==> config.mk <==
export PLATFORM = sky130hd
export DESIGN_NAME = mem_lane_serializer_flat
export DESIGN_NICKNAME = d
export VERILOG_FILES = /design/src/rtl/mem_lane_serializer_pkg.sv /design/src/rtl/mem_lane_serializer_if.sv /design/src/rtl/mem_lane_serializer_wait_timer.sv /design/src/rtl/mem_lane_serializer.sv /design/src/flat_wrapper.sv
export SDC_FILE = /design/constraint.sdc
export NUM_CORES = 1
export LEC_CHECK = 0
export CORE_MARGIN = 2
export CORE_UTILIZATION = 23
export DETAILED_ROUTE_END_ITERATION = 7
export PLACE_DENSITY_LB_ADDON = 0.3
export RECOVER_POWER = 50
export SLEW_MARGIN = 0
export SYNTH_ARGS = -nofsm -noshare
export SYNTH_HDL_FRONTEND = slang
export SYNTH_SLANG_ARGS = --single-unit
==> constraint.sdc <==
create_clock -name clk -period 2.9 [get_ports clk]
set_input_delay 0.29 -clock clk [delete_from_list [all_inputs] [get_ports clk]]
set_output_delay 0.29 -clock clk [all_outputs]
set_load 0.01 [all_outputs]
==> src/rtl/mem_lane_serializer_pkg.sv <==
// Shared definitions for the memory lane serializer.
//   mem_ser_state_t  : serializer FSM state encoding
//   WORD_ALIGN_MASK  : clears the byte-offset bits of a byte address; users
//                      slice the low DATA_W bits (DATA_W up to 64)
package mem_lane_serializer_pkg;

    typedef enum logic [1:0] {
        ST_IDLE  = 2'd0,
        ST_ACC_A = 2'd1,
        ST_ACC_B = 2'd2,
        ST_DONE  = 2'd3
    } mem_ser_state_t;

    localparam logic [63:0] WORD_ALIGN_MASK = ~64'h3;

endpackage

==> src/rtl/mem_lane_serializer_if.sv <==
// Bus bundle between the dual-issue MEM stage, the data memory and the
// serializer.
//   Lane A/B request : MemtoRegMIn*, MemWriteMIn*, ALUOutMIn*, WriteDataMIn*
//   Memory port      : MemReq, MemWe, MemAddr, MemWData (out), MemReady, MemRData (in)
//   Pipeline side    : ReadDataA/B (load results), StallM, MemTimeout
// Modports: slave = serializer view, master = environment (pipeline + memory).
interface mem_lane_serializer_if #(
    parameter int DATA_W = 32
);
    logic              MemtoRegMInA;
    logic              MemWriteMInA;
    logic [DATA_W-1:0] ALUOutMInA;
    logic [DATA_W-1:0] WriteDataMInA;
    logic              MemtoRegMInB;
    logic              MemWriteMInB;
    logic [DATA_W-1:0] ALUOutMInB;
    logic [DATA_W-1:0] WriteDataMInB;

    logic              MemReq;
    logic              MemWe;
    logic [DATA_W-1:0] MemAddr;
    logic [DATA_W-1:0] MemWData;
    logic              MemReady;
    logic [DATA_W-1:0] MemRData;

    logic [DATA_W-1:0] ReadDataA;
    logic [DATA_W-1:0] ReadDataB;
    logic              StallM;
    logic              MemTimeout;

    modport slave (
        input  MemtoRegMInA, MemWriteMInA, ALUOutMInA, WriteDataMInA,
        input  MemtoRegMInB, MemWriteMInB, ALUOutMInB, WriteDataMInB,
        input  MemReady, MemRData,
        output MemReq, MemWe, MemAddr, MemWData,
        output ReadDataA, ReadDataB, StallM, MemTimeout
    );

    modport master (
        output MemtoRegMInA, MemWriteMInA, ALUOutMInA, WriteDataMInA,
        output MemtoRegMInB, MemWriteMInB, ALUOutMInB, WriteDataMInB,
        output MemReady, MemRData,
        input  MemReq, MemWe, MemAddr, MemWData,
        input  ReadDataA, ReadDataB, StallM, MemTimeout
    );
endinterface

==> src/rtl/mem_lane_serializer_wait_timer.sv <==
// mem_wait_timer: per-access wait timer.
// Down-counter loaded with MAX_WAIT-1 when an access starts; it counts each
// request cycle and expired_o flags the MAX_WAIT-th request cycle
// (terminal count reached while still running). MAX_WAIT must be >= 1.
//   clk, reset  : clock, synchronous active-high reset
//   load_i      : an access starts next cycle
//   run_i       : a request is being driven this cycle
//   expired_o   : this request cycle is the last one allowed
module mem_wait_timer #(
    parameter int unsigned MAX_WAIT = 15
) (
    input  logic clk,
    input  logic reset,
    input  logic load_i,
    input  logic run_i,
    output logic expired_o
);
    localparam int unsigned          CNT_W    = (MAX_WAIT > 1) ? $clog2(MAX_WAIT) : 1;
    localparam logic [CNT_W-1:0]     LOAD_VAL = CNT_W'(MAX_WAIT - 1);

    logic [CNT_W-1:0] cnt_q, cnt_d;

    always_comb begin
        cnt_d = cnt_q;
        if (load_i) begin
            cnt_d = LOAD_VAL;
        end else if (run_i && (cnt_q != '0)) begin
            cnt_d = cnt_q - CNT_W'(1);
        end
    end

    always_ff @(posedge clk) begin
        if (reset) begin
            cnt_q <= '0;
        end else begin
            cnt_q <= cnt_d;
        end
    end

    assign expired_o = run_i && (cnt_q == '0);

endmodule

==> src/rtl/mem_lane_serializer.sv <==
// mem_lane_serializer: shares one data-memory port between two MEM-stage
// lanes, A (older) then B (younger), stalling the pipeline until both are done.
//   clk      : clock, rising-edge
//   reset    : synchronous active-high reset
//   lane_bus : mem_lane_serializer_if.slave (lane requests, memory port,
//              load results, StallM, sticky MemTimeout)
// Optional build macro MEM_STORE_FWD_EN: a lane-B load from the same word as a
// lane-A store takes A's store data and skips its own memory access.
//
// state    | meaning
// ---------+--------------------------------------------------------------
// ST_IDLE  | no access in flight; stall if either lane needs memory
// ST_ACC_A | driving lane A request until MemReady or timeout
// ST_ACC_B | driving lane B request until MemReady or timeout
// ST_DONE  | results held, StallM low so the EX/MEM latch advances
module mem_lane_serializer
    import mem_lane_serializer_pkg::*;
#(
    parameter int          DATA_W   = 32,
    parameter int unsigned MAX_WAIT = 15
) (
    input logic                  clk,
    input logic                  reset,
    mem_lane_serializer_if.slave lane_bus
);
    localparam logic [DATA_W-1:0] ALIGN_MASK = WORD_ALIGN_MASK[DATA_W-1:0];

    mem_ser_state_t    state_q, state_d;
    logic [DATA_W-1:0] rda_q, rda_d;
    logic [DATA_W-1:0] rdb_q, rdb_d;
    logic              timeout_q, timeout_d;

    logic need_a, need_b, store_a, store_b, load_a, load_b;
    logic fwd_hit, go_b, mem_req, act_b;
    logic timer_load, timer_expired, acc_done;
    logic [DATA_W-1:0] addr_a_w, addr_b_w;

    // A lane with both strobes set is a store.
    assign store_a  = lane_bus.MemWriteMInA;
    assign store_b  = lane_bus.MemWriteMInB;
    assign load_a   = lane_bus.MemtoRegMInA & ~lane_bus.MemWriteMInA;
    assign load_b   = lane_bus.MemtoRegMInB & ~lane_bus.MemWriteMInB;
    assign need_a   = lane_bus.MemtoRegMInA | lane_bus.MemWriteMInA;
    assign need_b   = lane_bus.MemtoRegMInB | lane_bus.MemWriteMInB;
    assign addr_a_w = lane_bus.ALUOutMInA & ALIGN_MASK;
    assign addr_b_w = lane_bus.ALUOutMInB & ALIGN_MASK;

`ifdef MEM_STORE_FWD_EN
    assign fwd_hit = store_a & load_b & (addr_a_w == addr_b_w);
`else
    assign fwd_hit = 1'b0;
`endif

    assign go_b     = need_b & ~fwd_hit;
    assign mem_req  = (state_q == ST_ACC_A) || (state_q == ST_ACC_B);
    assign act_b    = (state_q == ST_ACC_B);
    assign acc_done = lane_bus.MemReady | timer_expired;

    // Reload the timer on every entry into an access state, including A -> B.
    assign timer_load = (state_d != state_q) &&
                        ((state_d == ST_ACC_A) || (state_d == ST_ACC_B));

    mem_wait_timer #(
        .MAX_WAIT (MAX_WAIT)
    ) u_wait_timer (
        .clk       (clk),
        .reset     (reset),
        .load_i    (timer_load),
        .run_i     (mem_req),
        .expired_o (timer_expired)
    );

    always_comb begin
        state_d   = state_q;
        rda_d     = rda_q;
        rdb_d     = rdb_q;
        timeout_d = timeout_q;
        case (state_q)
            ST_IDLE: begin
                if (need_a) begin
                    state_d = ST_ACC_A;
                end else if (need_b) begin
                    state_d = ST_ACC_B;
                end
            end
            ST_ACC_A: begin
                if (acc_done) begin
                    if (!lane_bus.MemReady) begin
                        timeout_d = 1'b1;
                    end
                    if (load_a) begin
                        rda_d = lane_bus.MemReady ? lane_bus.MemRData : '0;
                    end
                    if (fwd_hit) begin
                        rdb_d = lane_bus.WriteDataMInA;
                    end
                    state_d = go_b ? ST_ACC_B : ST_DONE;
                end
            end
            ST_ACC_B: begin
                if (acc_done) begin
                    if (!lane_bus.MemReady) begin
                        timeout_d = 1'b1;
                    end
                    if (load_b) begin
                        rdb_d = lane_bus.MemReady ? lane_bus.MemRData : '0;
                    end
                    state_d = ST_DONE;
                end
            end
            ST_DONE: begin
                state_d = ST_IDLE;
            end
            default: begin
                state_d = ST_IDLE;
            end
        endcase
    end

    always_ff @(posedge clk) begin
        if (reset) begin
            state_q   <= ST_IDLE;
            rda_q     <= '0;
            rdb_q     <= '0;
            timeout_q <= 1'b0;
        end else begin
            state_q   <= state_d;
            rda_q     <= rda_d;
            rdb_q     <= rdb_d;
            timeout_q <= timeout_d;
        end
    end

    assign lane_bus.MemReq     = mem_req;
    assign lane_bus.MemWe      = mem_req & (act_b ? store_b : store_a);
    assign lane_bus.MemAddr    = mem_req ? (act_b ? addr_b_w : addr_a_w) : '0;
    assign lane_bus.MemWData   = mem_req ? (act_b ? lane_bus.WriteDataMInB
                                                  : lane_bus.WriteDataMInA) : '0;
    assign lane_bus.StallM     = ((state_q == ST_IDLE) && (need_a || need_b)) || mem_req;
    assign lane_bus.ReadDataA  = rda_q;
    assign lane_bus.ReadDataB  = rdb_q;
    assign lane_bus.MemTimeout = timeout_q;

endmodule

==> src/flat_wrapper.sv <==
// flat-port wrapper written by rule: the top's interface ports become plain ports
module mem_lane_serializer_flat import mem_lane_serializer_pkg::*;
#(
    parameter int          DATA_W   = 32,
    parameter int unsigned MAX_WAIT = 15
)
  (clk, reset, lane_bus_MemtoRegMInA, lane_bus_MemWriteMInA, lane_bus_ALUOutMInA, lane_bus_WriteDataMInA, lane_bus_MemtoRegMInB, lane_bus_MemWriteMInB, lane_bus_ALUOutMInB, lane_bus_WriteDataMInB, lane_bus_MemReady, lane_bus_MemRData, lane_bus_MemReq, lane_bus_MemWe, lane_bus_MemAddr, lane_bus_MemWData, lane_bus_ReadDataA, lane_bus_ReadDataB, lane_bus_StallM, lane_bus_MemTimeout);
  mem_lane_serializer_if #(.DATA_W(DATA_W)) lane_bus_i ();
  input logic clk;
  input logic reset;
  input wire logic [$bits(lane_bus_i.MemtoRegMInA)-1:0] lane_bus_MemtoRegMInA;
  input wire logic [$bits(lane_bus_i.MemWriteMInA)-1:0] lane_bus_MemWriteMInA;
  input wire logic [$bits(lane_bus_i.ALUOutMInA)-1:0] lane_bus_ALUOutMInA;
  input wire logic [$bits(lane_bus_i.WriteDataMInA)-1:0] lane_bus_WriteDataMInA;
  input wire logic [$bits(lane_bus_i.MemtoRegMInB)-1:0] lane_bus_MemtoRegMInB;
  input wire logic [$bits(lane_bus_i.MemWriteMInB)-1:0] lane_bus_MemWriteMInB;
  input wire logic [$bits(lane_bus_i.ALUOutMInB)-1:0] lane_bus_ALUOutMInB;
  input wire logic [$bits(lane_bus_i.WriteDataMInB)-1:0] lane_bus_WriteDataMInB;
  input wire logic [$bits(lane_bus_i.MemReady)-1:0] lane_bus_MemReady;
  input wire logic [$bits(lane_bus_i.MemRData)-1:0] lane_bus_MemRData;
  output wire logic [$bits(lane_bus_i.MemReq)-1:0] lane_bus_MemReq;
  output wire logic [$bits(lane_bus_i.MemWe)-1:0] lane_bus_MemWe;
  output wire logic [$bits(lane_bus_i.MemAddr)-1:0] lane_bus_MemAddr;
  output wire logic [$bits(lane_bus_i.MemWData)-1:0] lane_bus_MemWData;
  output wire logic [$bits(lane_bus_i.ReadDataA)-1:0] lane_bus_ReadDataA;
  output wire logic [$bits(lane_bus_i.ReadDataB)-1:0] lane_bus_ReadDataB;
  output wire logic [$bits(lane_bus_i.StallM)-1:0] lane_bus_StallM;
  output wire logic [$bits(lane_bus_i.MemTimeout)-1:0] lane_bus_MemTimeout;
  assign lane_bus_i.MemtoRegMInA = lane_bus_MemtoRegMInA;
  assign lane_bus_i.MemWriteMInA = lane_bus_MemWriteMInA;
  assign lane_bus_i.ALUOutMInA = lane_bus_ALUOutMInA;
  assign lane_bus_i.WriteDataMInA = lane_bus_WriteDataMInA;
  assign lane_bus_i.MemtoRegMInB = lane_bus_MemtoRegMInB;
  assign lane_bus_i.MemWriteMInB = lane_bus_MemWriteMInB;
  assign lane_bus_i.ALUOutMInB = lane_bus_ALUOutMInB;
  assign lane_bus_i.WriteDataMInB = lane_bus_WriteDataMInB;
  assign lane_bus_i.MemReady = lane_bus_MemReady;
  assign lane_bus_i.MemRData = lane_bus_MemRData;
  assign lane_bus_MemReq = lane_bus_i.MemReq;
  assign lane_bus_MemWe = lane_bus_i.MemWe;
  assign lane_bus_MemAddr = lane_bus_i.MemAddr;
  assign lane_bus_MemWData = lane_bus_i.MemWData;
  assign lane_bus_ReadDataA = lane_bus_i.ReadDataA;
  assign lane_bus_ReadDataB = lane_bus_i.ReadDataB;
  assign lane_bus_StallM = lane_bus_i.StallM;
  assign lane_bus_MemTimeout = lane_bus_i.MemTimeout;
  mem_lane_serializer #(.DATA_W(DATA_W), .MAX_WAIT(MAX_WAIT)) u_core (.clk(clk), .reset(reset), .lane_bus(lane_bus_i));
endmodule
==> impl_results.md <==
- Status: complete, no violations
- Area share of the largest cell type after synthesis: a little under two fifths
- Vias: between 4k and 5k
- Worst Clk Skew: 4.86 ps
- First-pass GRT wire length: 24.5 mm
- Die Ht: 132 microns
- Ranking of synthesized cells by area: dfxtp_1 38%, mux2i_1 17%, a32oi_1 15%
- Vias in the first global route: around 4.3k
- Drt wl/cell: 17.2 microns
- # IOs: 299
- CTS root buffer: clkbuf_16
- Total track usage: 17.4%
- Setup Buffers After CTS: 0
- Maximum fanout along the worst path: 65
- Worst R2R Setup Slack: 430 ps
- Grt total ovfl: 0
- Post-synth EDFFs: 0
- Place WS: 545 ps
- DP Area: 6900 sq um
- Critical Path RT: between 2000 and 3000 ps
- Die X: about 130 microns
- P_leak: 0.00272 uW
- Max clock buf depth: 2
- Initial drt markers: between 100 and 150
- Nets@finish: 864
- R2r worst-path depth: 8
- Syn_area_per_cell: between 8 and 9 sq um
- CTS tree: done
- H-tree levels: 3
- Area Growth Syn to Fin: 91.6%
- Area of the multi-input gates: 2180 sq um
- Arrival @ worst endpoint: 2320 ps
- DPL Wire Length: 11.6 mm
- Synth area leader: dfxtp_1
- PnR worst setup slack: 289 ps
- Ant. Diodes: 0
- Yosys warns: 0
- Final wirelength: 15.7 mm
- Sequential element share of the synthesized area: 37.7%
- Fillcell total: approximately 1.5k
- Reg clk slew, reported paths: roughly 60 ps
- CP Launch Type: flop
- Post-DRT Antenna Nets: 0
- Hold crit path type: reg -> reg
- Initial Utilization: around a quarter
- Finish-stage setup viols: 0
- Die ar.: 17400 sq um
- Worst-Skew Late Latency: 330 ps
- FF/Latch Area: 1420 sq um
- CTS sink cnt: 71
- Fin area: 7220 sq um
- Port Buf Inserts: about 300
- Hold-fix buffers at CTS: 0
- Syn Inst Count: 422
- Reg-to-Reg End: u_core.lane_bus.ReadDataA[24]
- HP Start: u_core.lane_bus.MemTimeout
- Reg2reg start: u_core.state_q[0]
- Routability cong.: 0.825
- Worst Hold Path EP: u_core.lane_bus.MemTimeout
- Row cnt: 46
- WHS Path Cells: 2
- DR vias/cell: 4.66
- Tcrit/Tclk final: between 90 and 100%
- Antenna violations before repair: 1
- Most used DFF post-synth: dfxtp_1
- Max-cap viol count: 0
- Worst hold slack: 472 ps
- Total power: between 5000 and 6000 uW
- DRC: 0
- Distinct cells, synth: 34
- # resized after CTS: 0
- Synth cell count leaders: 73 x nor2_1, 71 x dfxtp_1, 64 x a32oi_1, 64 x nor2b_1, 63 x mux2i_1
- Core Box Area: 15900 sq um
- Peak VDD IR: 0.543 mV
- WS Path Type: reg -> out
- Largest net degree at the start of global routing: 66
- Min Tclk post-route: roughly 2600 ps
- Slew Viols, Final: 0
- Worst slew pin tran: roughly 770 ps
- Final hold viol count: 0
- Slew Limit Headroom: about half
- RSZ-0062 raised after global routing: false
- Syn Std Cell Area: 3770 sq um
- Fraction of layout cells with a size suffix above 1: 5.44%
- F_max: between 300 and 400 MHz
- Post-synthesis async set-or-reset flop share: 0%
- DR pass1 iterations: 4
- Total negative slack: 0 ps
- Synthesized flop and latch total: about 70
- CP endpoint kind: output pin
- TritonCTS buffer count: 9
- PwrDens: 787 nW/um^2
- Most common cell in the synthesized netlist: nor2_1
stage by stage:
stage                     utilization, %  std cells
after global routing                45.3        914
after floorplan                        -        423
after detailed placement            43.3        898
final                               45.3        914
after CTS                           45.3        914
after global placement              43.3        898
power breakdown:
part | switching, uW | total, uW | internal, uW
registers | 53.0 | 1110 | 1050
clock network | 415 | 1170 | 755
logic | 1490 | 3410 | 1920
total | 1960 | 5680 | 3720
worst max-delay path, stage by stage, from the launching register on:
cell and delay, ps:
dfxtp_1 410, inv_1 120, ha_1 410, buf_12 240
nor2b_1 200, clkdlybuf4s50_1 570
logic make-up (layout without fill, tap and decap cells):
| group | count (synthesis) | in the layout | synth area share (%) |
|---|---|---|---|
| DFF | 71 | 71 | 37.7 |
| AOI/OAI and AO/OA | 77 | 77 | 17.4 |
| other | 1 | 2 | 0.0995 |
| and+or+nand+nor | 156 | 156 | 20.9 |
| muxes | 65 | 65 | 17.4 |
| adders and majority gates | 4 | 4 | 1.33 |
| buffers and inverters | 47 | 322 | 4.91 |
| xor gates and xnor gates | 1 | 1 | 0.232 |
how the worst max path moves through the flow:
stage | cells past startpoint | to | from
3_5_place_dp | 7 | u_core.u_wait_timer.cnt_q[0] | u_core.state_q[0]
4_1_cts | 5 | lane_bus_MemWData[26] | u_core.state_q[0]
6_report | 5 | lane_bus_MemWData[26] | u_core.state_q[0]
2_1_floorplan | 7 | u_core.u_wait_timer.cnt_q[0] | u_core.state_q[0]
5_1_grt | 5 | lane_bus_MemWData[26] | u_core.state_q[1]
3_3_place_gp | 7 | u_core.u_wait_timer.cnt_q[0] | u_core.state_q[0]
layout make-up:
| type | count | area share, % |
|---|---|---|
| Clock inverter | 7 | 1.32 |
| Timing Repair Buffer | 302 | 41.7 |
| Inverter | 4 | 0.208 |
| Multi-Input combinational cell | 305 | 30.2 |
| Sequential cell | 71 | 19.7 |
| Tap cell | 216 | 3.74 |
| Clock buffer | 9 | 3.12 |
cells in the final DEF (no fill, tap or decap), types with 2 or more instances in the layout:
cell type,count
a21oi_1,4
a32oi_1,64
buf_12,2
buf_2,2
buf_4,7
bufinv_16,2
clkbuf_16,9
clkdlybuf4s50_1,225
clkinv_2,2
conb_1,2
dfxtp_1,71
dlygate4sd3_1,65
ha_1,3
inv_1,4
inv_6,2
mux2i_1,63
nand2_1,8
nor2_1,71
nor2_2,2
nor2b_1,64
nor3_1,4
flip-flops by register name, summed over array words and instances, names as in the netlist:
register                    cells
u_core.u_wait_timer.cnt_q       4
u_core.state_q                  2
u_core.lane_bus.ReadDataB      32
u_core.lane_bus.MemTimeout      1
u_core.lane_bus.ReadDataA      32
metal layers:
layer  routed length (microns)  track usage (%)
met5                        16                0
met4                       253             5.56
met3                      1440             5.65
met1                      6140             19.6
met2                      7860             31.0
No activity file was read; power rests on OpenSTA's default activity.
